File: src/rtl/mips_pkg.sv
// Shared definitions for the MiniMIPS execute-stage divider.
//   state_t           : divider controller states
//   DIV_CYCLES        : trial subtractions per divide (one per clock)
//   DIV_ZERO_QUOTIENT : quotient returned for a zero divisor
//   neg_if()          : conditional two's-complement negate
package mips_pkg;

    localparam int WORD_W  = 32;
    localparam int DIV_CYCLES = 32;
    localparam int COUNT_W = $clog2(DIV_CYCLES);

    localparam logic [WORD_W-1:0] DIV_ZERO_QUOTIENT = 32'hFFFF_FFFF;
    localparam logic [WORD_W-1:0] SIGNED_MIN        = 32'h8000_0000;

    typedef enum logic [1:0] {
        IDLE = 2'd0,
        RUN  = 2'd1,
        DONE = 2'd2
    } state_t;

    function automatic logic [WORD_W-1:0] neg_if(input logic c, input logic [WORD_W-1:0] v);
        return c ? (~v + 1'b1) : v;
    endfunction

endpackage

File: src/rtl/div_step.sv
// One restoring-division iteration, purely combinational.
// Ports:
//   rem_i     : current partial remainder (always < divisor_i)
//   q_msb_i   : next dividend bit, taken from the quotient shift register MSB
//   divisor_i : divisor magnitude
//   rem_o     : partial remainder after the trial subtraction
//   q_bit_o   : quotient bit produced by this iteration
module div_step
    import mips_pkg::*;
(
    input  logic [WORD_W-1:0] rem_i,
    input  logic              q_msb_i,
    input  logic [WORD_W-1:0] divisor_i,
    output logic [WORD_W-1:0] rem_o,
    output logic              q_bit_o
);

    logic [WORD_W:0] partial;
    logic [WORD_W:0] diff;

    assign partial = {rem_i, q_msb_i};
    assign diff    = partial - {1'b0, divisor_i};

    // A borrow out of bit 32 means the divisor did not fit: restore.
    assign q_bit_o = ~diff[WORD_W];
    assign rem_o   = diff[WORD_W] ? partial[WORD_W-1:0] : diff[WORD_W-1:0];

endmodule

File: src/rtl/div_32bit_seq.sv
// Iterative 32-bit restoring divider with start/busy/done handshake.
// Optional feature macro: DIV_SIGNED_EN (adds signed_op and signed fix-up).
// Ports:
//   clock, reset          : rising-edge clock, async active-high reset
//   start                 : request, only honoured in IDLE
//   value1, value2        : dividend, divisor (captured on accepted start)
//   signed_op             : 1 = signed divide (DIV_SIGNED_EN builds only)
//   quotient, remainder   : registered results, stable until next accepted start
//   busy                  : high while iterating
//   done                  : one-cycle pulse when results are valid
//   div_zero, overflow    : status for divisor 0 / signed MIN / -1
//
// state | meaning
// IDLE  | waiting for start; results held
// RUN   | one trial subtraction per clock, 32 clocks
// DONE  | results valid, done pulse; start ignored
module div_32bit_seq
    import mips_pkg::*;
#(
    parameter int WIDTH = 32    // only 32 supported
) (
    input  logic             clock,
    input  logic             reset,
    input  logic             start,
    input  logic [WIDTH-1:0] value1,
    input  logic [WIDTH-1:0] value2,
`ifdef DIV_SIGNED_EN
    input  logic             signed_op,
`endif
    output logic [WIDTH-1:0] quotient,
    output logic [WIDTH-1:0] remainder,
    output logic             busy,
    output logic             done,
    output logic             div_zero,
    output logic             overflow
);

    localparam logic [COUNT_W-1:0] LAST_COUNT = COUNT_W'(DIV_CYCLES - 1);

    state_t state_q, state_d;

    logic [COUNT_W-1:0] count_q, count_d;
    logic [WIDTH-1:0]   rem_q, rem_d;
    logic [WIDTH-1:0]   qsr_q, qsr_d;
    logic [WIDTH-1:0]   dvsr_q, dvsr_d;
    logic               neg_quo_q, neg_quo_d;
    logic               neg_rem_q, neg_rem_d;
    logic               ovf_pend_q, ovf_pend_d;
    logic [WIDTH-1:0]   quotient_q, quotient_d;
    logic [WIDTH-1:0]   remainder_q, remainder_d;
    logic               busy_q, busy_d;
    logic               done_q, done_d;
    logic               div_zero_q, div_zero_d;
    logic               overflow_q, overflow_d;

    logic               sgn;
    logic [WIDTH-1:0]   mag1, mag2;
    logic [WIDTH-1:0]   step_rem;
    logic               step_bit;
    logic [WIDTH-1:0]   step_quo;

`ifdef DIV_SIGNED_EN
    assign sgn = signed_op;
`else
    assign sgn = 1'b0;
`endif

    assign mag1 = neg_if(sgn & value1[WIDTH-1], value1);
    assign mag2 = neg_if(sgn & value2[WIDTH-1], value2);

    div_step u_step (
        .rem_i     (rem_q),
        .q_msb_i   (qsr_q[WIDTH-1]),
        .divisor_i (dvsr_q),
        .rem_o     (step_rem),
        .q_bit_o   (step_bit)
    );

    // Dividend bits leave at the top while quotient bits enter at the bottom.
    assign step_quo = {qsr_q[WIDTH-2:0], step_bit};

    always_ff @(posedge clock or posedge reset) begin
        if (reset) state_q <= IDLE;
        else       state_q <= state_d;
    end

    always_comb begin
        state_d = state_q;
        unique case (state_q)
            IDLE:    if (start) state_d = (value2 == '0) ? DONE : RUN;
            RUN:     if (count_q == LAST_COUNT) state_d = DONE;
            DONE:    state_d = IDLE;
            default: state_d = IDLE;
        endcase
    end

    // Output registers are loaded on the edge that enters DONE so that
    // results and the done pulse appear together.
    always_comb begin
        count_d     = count_q;
        rem_d       = rem_q;
        qsr_d       = qsr_q;
        dvsr_d      = dvsr_q;
        neg_quo_d   = neg_quo_q;
        neg_rem_d   = neg_rem_q;
        ovf_pend_d  = ovf_pend_q;
        quotient_d  = quotient_q;
        remainder_d = remainder_q;
        div_zero_d  = div_zero_q;
        overflow_d  = overflow_q;
        busy_d      = 1'b0;
        done_d      = 1'b0;
        unique case (state_q)
            IDLE: begin
                if (start) begin
                    rem_d      = '0;
                    qsr_d      = mag1;
                    dvsr_d     = mag2;
                    count_d    = '0;
                    neg_quo_d  = sgn & (value1[WIDTH-1] ^ value2[WIDTH-1]);
                    neg_rem_d  = sgn & value1[WIDTH-1];
                    ovf_pend_d = sgn & (value1 == SIGNED_MIN) & (value2 == '1);
                    div_zero_d = 1'b0;
                    overflow_d = 1'b0;
                    if (value2 == '0) begin
                        quotient_d  = DIV_ZERO_QUOTIENT;
                        remainder_d = value1;
                        div_zero_d  = 1'b1;
                        done_d      = 1'b1;
                    end else begin
                        busy_d = 1'b1;
                    end
                end
            end
            RUN: begin
                rem_d   = step_rem;
                qsr_d   = step_quo;
                count_d = count_q + 1'b1;
                if (count_q == LAST_COUNT) begin
                    // MIN / -1 falls out naturally as 0x80000000 rem 0.
                    quotient_d  = neg_if(neg_quo_q, step_quo);
                    remainder_d = neg_if(neg_rem_q, step_rem);
                    overflow_d  = ovf_pend_q;
                    done_d      = 1'b1;
                end else begin
                    busy_d = 1'b1;
                end
            end
            default: ;
        endcase
    end

    always_ff @(posedge clock or posedge reset) begin
        if (reset) begin
            count_q     <= '0;
            rem_q       <= '0;
            qsr_q       <= '0;
            dvsr_q      <= '0;
            neg_quo_q   <= 1'b0;
            neg_rem_q   <= 1'b0;
            ovf_pend_q  <= 1'b0;
            quotient_q  <= '0;
            remainder_q <= '0;
            busy_q      <= 1'b0;
            done_q      <= 1'b0;
            div_zero_q  <= 1'b0;
            overflow_q  <= 1'b0;
        end else begin
            count_q     <= count_d;
            rem_q       <= rem_d;
            qsr_q       <= qsr_d;
            dvsr_q      <= dvsr_d;
            neg_quo_q   <= neg_quo_d;
            neg_rem_q   <= neg_rem_d;
            ovf_pend_q  <= ovf_pend_d;
            quotient_q  <= quotient_d;
            remainder_q <= remainder_d;
            busy_q      <= busy_d;
            done_q      <= done_d;
            div_zero_q  <= div_zero_d;
            overflow_q  <= overflow_d;
        end
    end

    assign quotient  = quotient_q;
    assign remainder = remainder_q;
    assign busy      = busy_q;
    assign done      = done_q;
    assign div_zero  = div_zero_q;
    assign overflow  = overflow_q;

endmodule

File: config.mk
export PLATFORM = sky130hd
export DESIGN_NAME = div_32bit_seq
export DESIGN_NICKNAME = d
export VERILOG_FILES = /design/src/rtl/mips_pkg.sv /design/src/rtl/div_step.sv /design/src/rtl/div_32bit_seq.sv
export SDC_FILE = /design/constraint.sdc
export NUM_CORES = 1
export LEC_CHECK = 0
export BUFFER_PORTS_ARGS = -buffer_cell sky130_fd_sc_hd__buf_2
export CAP_MARGIN = 25
export CORE_ASPECT_RATIO = 1.25
export CORE_MARGIN = 2
export CORE_UTILIZATION = 50
export CTS_CLUSTER_SIZE = 20
export DETAILED_ROUTE_END_ITERATION = 6
export MAX_ROUTING_LAYER = met4
export PLACE_DENSITY = 0.68
export SLEW_MARGIN = 20
export SYNTH_ARGS = -nofsm -noshare
export SYNTH_HDL_FRONTEND = slang
export SYNTH_HIERARCHICAL = 1
export SYNTH_SLANG_ARGS = --single-unit
File: constraint.sdc
create_clock -name clock -period 7.85 [get_ports clock]
set_input_delay 1.1775 -clock clock [delete_from_list [all_inputs] [get_ports clock]]
set_output_delay 1.1775 -clock clock [all_outputs]
set_load 0.01 [all_outputs]
# Word-level counts from Yosys, hierarchy flattened
# Index checks and enable logic that the tools add are counted.
dict set report classes {
  reduce_logical 8
  order_cmp 0
  n_div 0
  n_mul 0
  addsub 2
  n_eq_ne 5
  muxes 30
  bitwise 1
  shift 0
}
# operator count
set op_table {}
lappend op_table {{32-bit two-way mux} 9}
lappend op_table {{32-bit one-hot mux with 2 select lines} 4}
lappend op_table {{33-bit by 32-bit subtractor with 33-bit output} 1}
lappend op_table {{32-bit zero test} 1}
lappend op_table {{5-bit one-hot mux with 2 select lines} 1}
lappend op_table {{1-bit two-way mux} 8}
lappend op_table {{2-bit two-way mux} 3}
lappend op_table {{2-bit != test, second input constant} 3}
lappend op_table {{1-bit one-hot mux with 2 select lines} 3}
lappend op_table {{2-bit AND reduction} 3}
lappend op_table {{5-bit by 1-bit adder with 5-bit output, second input constant} 1}
lappend op_table {{5-bit == test, second input constant} 1}
lappend op_table {{5-bit two-way mux} 1}
lappend op_table {{2-bit one-hot mux with 2 select lines} 1}
lappend op_table {{4-bit AND reduction} 1}
lappend op_table {{3-bit AND reduction} 1}
lappend op_table {{2-bit by 1-bit == test with 1-bit output, second input constant} 1}
lappend op_table {{2-bit zero test} 1}
lappend op_table {{2-bit nonzero test} 1}
lappend op_table {{1-bit inverter} 1}
dict set report totals {
  word_cells 57
  latchBits 0
  rom_bits 0
  ramBits 0
  in_bits 67
  regBits 171
  memories 0
  out_inout_bits 68
}

# Logic depth before layout (Yosys ltp)
dict set report depth {
  depth_word 4
  mapped_depth 18
  mapped_depth_nobuf 16
}

# Cells and area by module
# The synthesis kept the hierarchy.
# mod cells_per_inst area_per_inst_um2 seq_area_each_um2 n_inst
set modules_own_cells {}
lappend modules_own_cells {div_32bit_seq 600 7006.7 4254.1 1}
lappend modules_own_cells {div_step 305 2358.5 0.0 1}

# Worst setup path after synthesis
# OpenSTA, ideal clock, no wires.
dict set report synth_timing {
  kind {reg2reg}
  startpoint {reg qsr_q[31]}
  endpoint {reg remainder_q[10] (netlist: remainder[10])}
  path_slack_ps 4266
  synth_period_minus_slack_ps 3584
  path_buffers 2
  arrival_ps 3459
  stages_incl_launch_ff 19
  setup_time_ps 125
  required_ps 7725
  path_cell_list {dfrtp_1 inv_1 ha_1 fa_1 and2b_2 o2111ai_2 a21oi_2 o2111ai_1 a211oi_2 nor2_4 mux2i_4 and2_4 buf_12 inv_8 buf_12 mux2_4 nand2_1 nand2_1 mux2_4}
}
dict set report synth_via {
  elab_chain_len 4
}
# item line
set synth_lines {}
lappend synth_lines {{from (decl)} div_32bit_seq.sv:44} ;# logic [WIDTH-1:0] qsr_q, qsr_d;
lappend synth_lines {{from (signal assigned)} div_32bit_seq.sv:171} ;# qsr_q <= qsr_d;
lappend synth_lines {{33-bit by 32-bit subtractor with 33-bit output} div_step.sv:22} ;# assign diff = partial - {1'b0, divisor_i};
lappend synth_lines {{32-bit two-way mux} div_step.sv:26} ;# assign rem_o = diff[WORD_W] ? partial[WORD_W-1:0] : diff[WORD_W-1:0];
lappend synth_lines {{named net step_rem[10]} div_32bit_seq.sv:58} ;# logic [WIDTH-1:0] step_rem;
lappend synth_lines {{32-bit two-way mux} div_32bit_seq.sv:139} ;# if (count_q == LAST_COUNT) begin
lappend synth_lines {{32-bit one-hot mux with 2 select lines} div_32bit_seq.sv:113} ;# unique case (state_q)
lappend synth_lines {{to (signal assigned)} div_32bit_seq.sv:177} ;# remainder_q <= remainder_d;
lappend synth_lines {{to (decl)} div_32bit_seq.sv:50} ;# logic [WIDTH-1:0] remainder_q, remainder_d;
# The timed path passes the listed nets, and every way through them passes these cells. The select of a mux whose other input is x is not followed.
# A chain may end at the register's enable or synchronous reset.

# Worst setup path after layout
dict set report layout_timing {
  startpoint {reg qsr_q[31]}
  endpoint {reg remainder_q[21] (netlist: remainder[21])}
}
# The elaborated chain is that of the path after synthesis.

==> results.md <==
* Status: finished clean
* Peak supply drop at 0.259 mV
* Clk slew on worst S/H paths at 0.07 ns
* RSZ-0062 raised after global routing: no
* Synth Area in Adders at 0.0476
* Slew headroom at 0.370
* CTS Root Cell: clkbuf_16
* Met2 usage at 0.363
* Post-synth ARST share at 1.00
* Crit Path Category: reg -> reg
* DR DRC count at 0
* CP required at between 8 and 9 ns
* Fmax at 0.247 GHz
* DIE HEIGHT at 157 um
* Clk sinks at 170
* Final wirelength at 22800 um
* Overall Global Routing Usage at 0.243
* Final Critical Period at 4.06 ns
* Setup Viol. Count Final at 0
* Seq pwr share at 0.259
* #FFs+latches synth at 170
* Setup crit start kind: flip-flop
* Final ANT Viol Nets at 0
* Leak Pwr at 0.00511 uW
* Smallest hold slack at 0.487 ns
* NetSw at 2530 uW
* Met1 Usage GRT at 0.339
* XOR/XNOR share of the synthesized area at 0.0262
* DR iter-0 viols at 382
* Fin nets at 1121
* IO Port Bufs at 133
* Clock power frac at 0.144
* Post-synthesis cell type count at 67
* Total CTS buffers at 17
* GRT met3 Usage at 0.0442
* Combinational share of power at 0.597
* First-pass GRT wire length at 37000 um
* # hold bufs at CTS at 0
* Clock Skew at just over 0.009 ns
* DPL Wire Length at ~16000 um
* GP Congestion at 0.903
* Largest family of logic cells by synthesized area: multiplexers
* Final Util at 0.586
* Tcrit/Tclk final at 0.517
* Setup repair bufs after CTS at 0
* Arrival time worst endpoint at 4.38 ns
* Worst-path fanout max at 24
* Area Growth Syn to Fin at 14.1%
* Core Region at 0.0182 mm2
* Synth Flop Type: dfrtp_1
* Syn Inst Count at just over 900
* Io pins at 135
* Most frequent cells in the layout: nand2_1 (211), dfrtp_1 (170), buf_2 (133)
* Final Max Slew Viols at 0
* Synth Area per Inst at 10.3 um2
* Largest net degree at the start of global routing at 106
* First drt pass iteration count at 5
* Ys Warns at 6
* Die area at ~0.020 mm2
* CTS tree: built
* Share of cells above drive strength 1 at 0.272
* Slowest cell on crit path: fa_1
* Post-Syn Nets at 1007
* Die width at 126 um
* Slew @ Worst Pin at roughly 0.94 ns
* Crit path cell chain: inv_1 -> ha_1 -> fa_1 -> and2b_2 -> o2111ai_2 -> a21oi_2 -> o2111ai_1 -> a211oi_2 -> nor2_4 -> mux2i_4 -> and2_4 -> inv_8 -> mux2_4 -> nand2_1 -> nand2_1 -> mux2_2
* H-tree lvl count at 4
* Cell Rows at 55
* Clk Latency, worst-skew pair at 0.43 ns
* Initial antenna violation count at 1
* Vias per cell at 5.56
* Sequential area share after synthesis at 0.454
* Setup TNS at 0 ns
* MaxCap Viol Count at 0
* Post-synthesis mux area share at 0.159
* HP Class: reg -> reg
* Drt wl/cell at between 15 and 20 um
* Crit. End Element: flip-flop
* Switching Share at 0.436
* PwrDens at around 540 mW/mm2
* Grt total ovfl at 0
* CP dominant cell by count: nand2_1
* Int Pwr at ~3300 uW
* Netlist Area Pre-Place at 0.00937 mm2
* Most used routing layer: met2
* Crit path largest cell delay at 0.39 ns
* Post-CTS Resized at 0
* Post-synth EDFFs at 0
* Synth Area in Simple Gates at 0.135
* Clock Path Buffers at 2
* Initial core utilization at 0.514
* Compound-Gate Fraction of Synth Area at 0.125
* Final hold vios at 0
* Via count at 7015
* Commonest non-fill, non-tap cell in the layout: nand2_1
* Vias in the first global route at 7021
-- sequential cells by signal, indices dropped and copies added (netlist names) --
signal	cells
remainder	32
div_zero	1
busy	1
done	1
rem_q	32
qsr_q	32
quotient	32
dvsr_q	32
count_q	5
state_q	2
-- synthesized netlist by cell type, drive strengths merged, types with 2 or more instances --
master | instances | area [um2]
nor4 | 9 | 56.3
o21ai | 55 | 275
nor2b | 3 | 18.8
nand2 | 211 | 792
a211oi | 3 | 27.5
xor2 | 15 | 131
o21bai | 4 | 30.0
nand3 | 15 | 75.1
o21a | 9 | 68.8
a22o | 2 | 17.5
nor3b | 3 | 22.5
o22a | 31 | 272
nor2 | 17 | 73.8
xnor2 | 13 | 114
o31ai | 3 | 22.5
ha | 34 | 425
nor3 | 6 | 30.0
a31oi | 6 | 37.5
clkbuf | 14 | 52.6
inv | 36 | 143
and2 | 2 | 16.3
buf | 32 | 284
dfrtp | 170 | 4250
o2111ai | 5 | 50.0
nand2b | 3 | 18.8
mux2i | 35 | 363
nand4 | 8 | 50.1
a21o | 18 | 136
and3 | 7 | 53.8
or3 | 3 | 18.8
mux2 | 88 | 1130
a21oi | 26 | 134
-- power groups by stage --
stage                     combinational, uW  sequential, uW  clock [uW]
after global routing                   3820            1550         893
after floorplan                        2820            1480           0
after global placement                 3370            1510           0
after detailed placement               3400            1510           0
after CTS                              3430            1500         855
final                                  3470            1500         837
-- final timing paths --
kind	start	endpoint	slack (ns)	cells past startpoint
worst min register to register	quotient[13]$_DFFE_PP0P_	quotient[13]$_DFFE_PP0P_	0.49	1
max in group asynchronous	reset	qsr_q[31]$_DFFE_PP0P_	5.83	3
min in group asynchronous	reset	quotient[5]$_DFFE_PP0P_	0.78	2
worst max-delay path	qsr_q[31]$_DFFE_PP0P_	remainder[21]$_DFFE_PP0P_	3.79	16
worst min-delay path	quotient[13]$_DFFE_PP0P_	quotient[13]$_DFFE_PP0P_	0.49	1
worst max register to register	qsr_q[31]$_DFFE_PP0P_	remainder[21]$_DFFE_PP0P_	3.79	16
-- worst max-delay path: cells and delay by family, from the launching register on --
kind | cells | cell delay (ns)
flops | 1 | 0.38
buf+inv | 2 | 0.18
compound gates | 4 | 0.93
mux | 3 | 0.95
simple gates | 5 | 0.86
fa+ha+maj | 2 | 0.61
-- layout make-up --
| class | instances | area (um2) |
|---|---|---|
| inverters | 36 | 148 |
| flip-flops and latches | 170 | 4250 |
| clock inverters | 12 | 128 |
| well taps | 228 | 285 |
| multi-input cells | 652 | 4640 |
| repair buffers | 142 | 773 |
| diodes | 1 | 2.50 |
| clock buffers | 20 | 457 |
| fillers | 1588 | 7550 |
-- metal layers --
layer / wire length, um / vias to the layer above / share of wire
met5: 0 / - / 0
met4: 410 / 0 / 0.018
met3: 1160 / 26 / 0.051
met2: 10500 / 191 / 0.46
met1: 10700 / 3407 / 0.47
li1: - / 3391 / -
-- through the flow --
step | instances | total power (uW) | instance area [um2] | worst slack, ns
2_1_floorplan | 905 | 4310 | 9370 | 2.07
4_1_cts | 1258 | 5790 | 10600 | 3.81
3_3_place_gp | 1226 | 4880 | 10000 | 3.82
6_report | 1261 | 5810 | 10700 | 3.79
5_1_grt | 1261 | 6270 | 10700 | 3.62
3_5_place_dp | 1226 | 4910 | 10000 | 3.81
-- cells by family after synthesis --
group	after synthesis
flops	170
fa+ha+maj	35
xor+xnor	28
mux	123
simple gates	292
compound gates	173
buf+inv	83
other cells	1
Note: power is estimated with default switching activity, not from simulation.
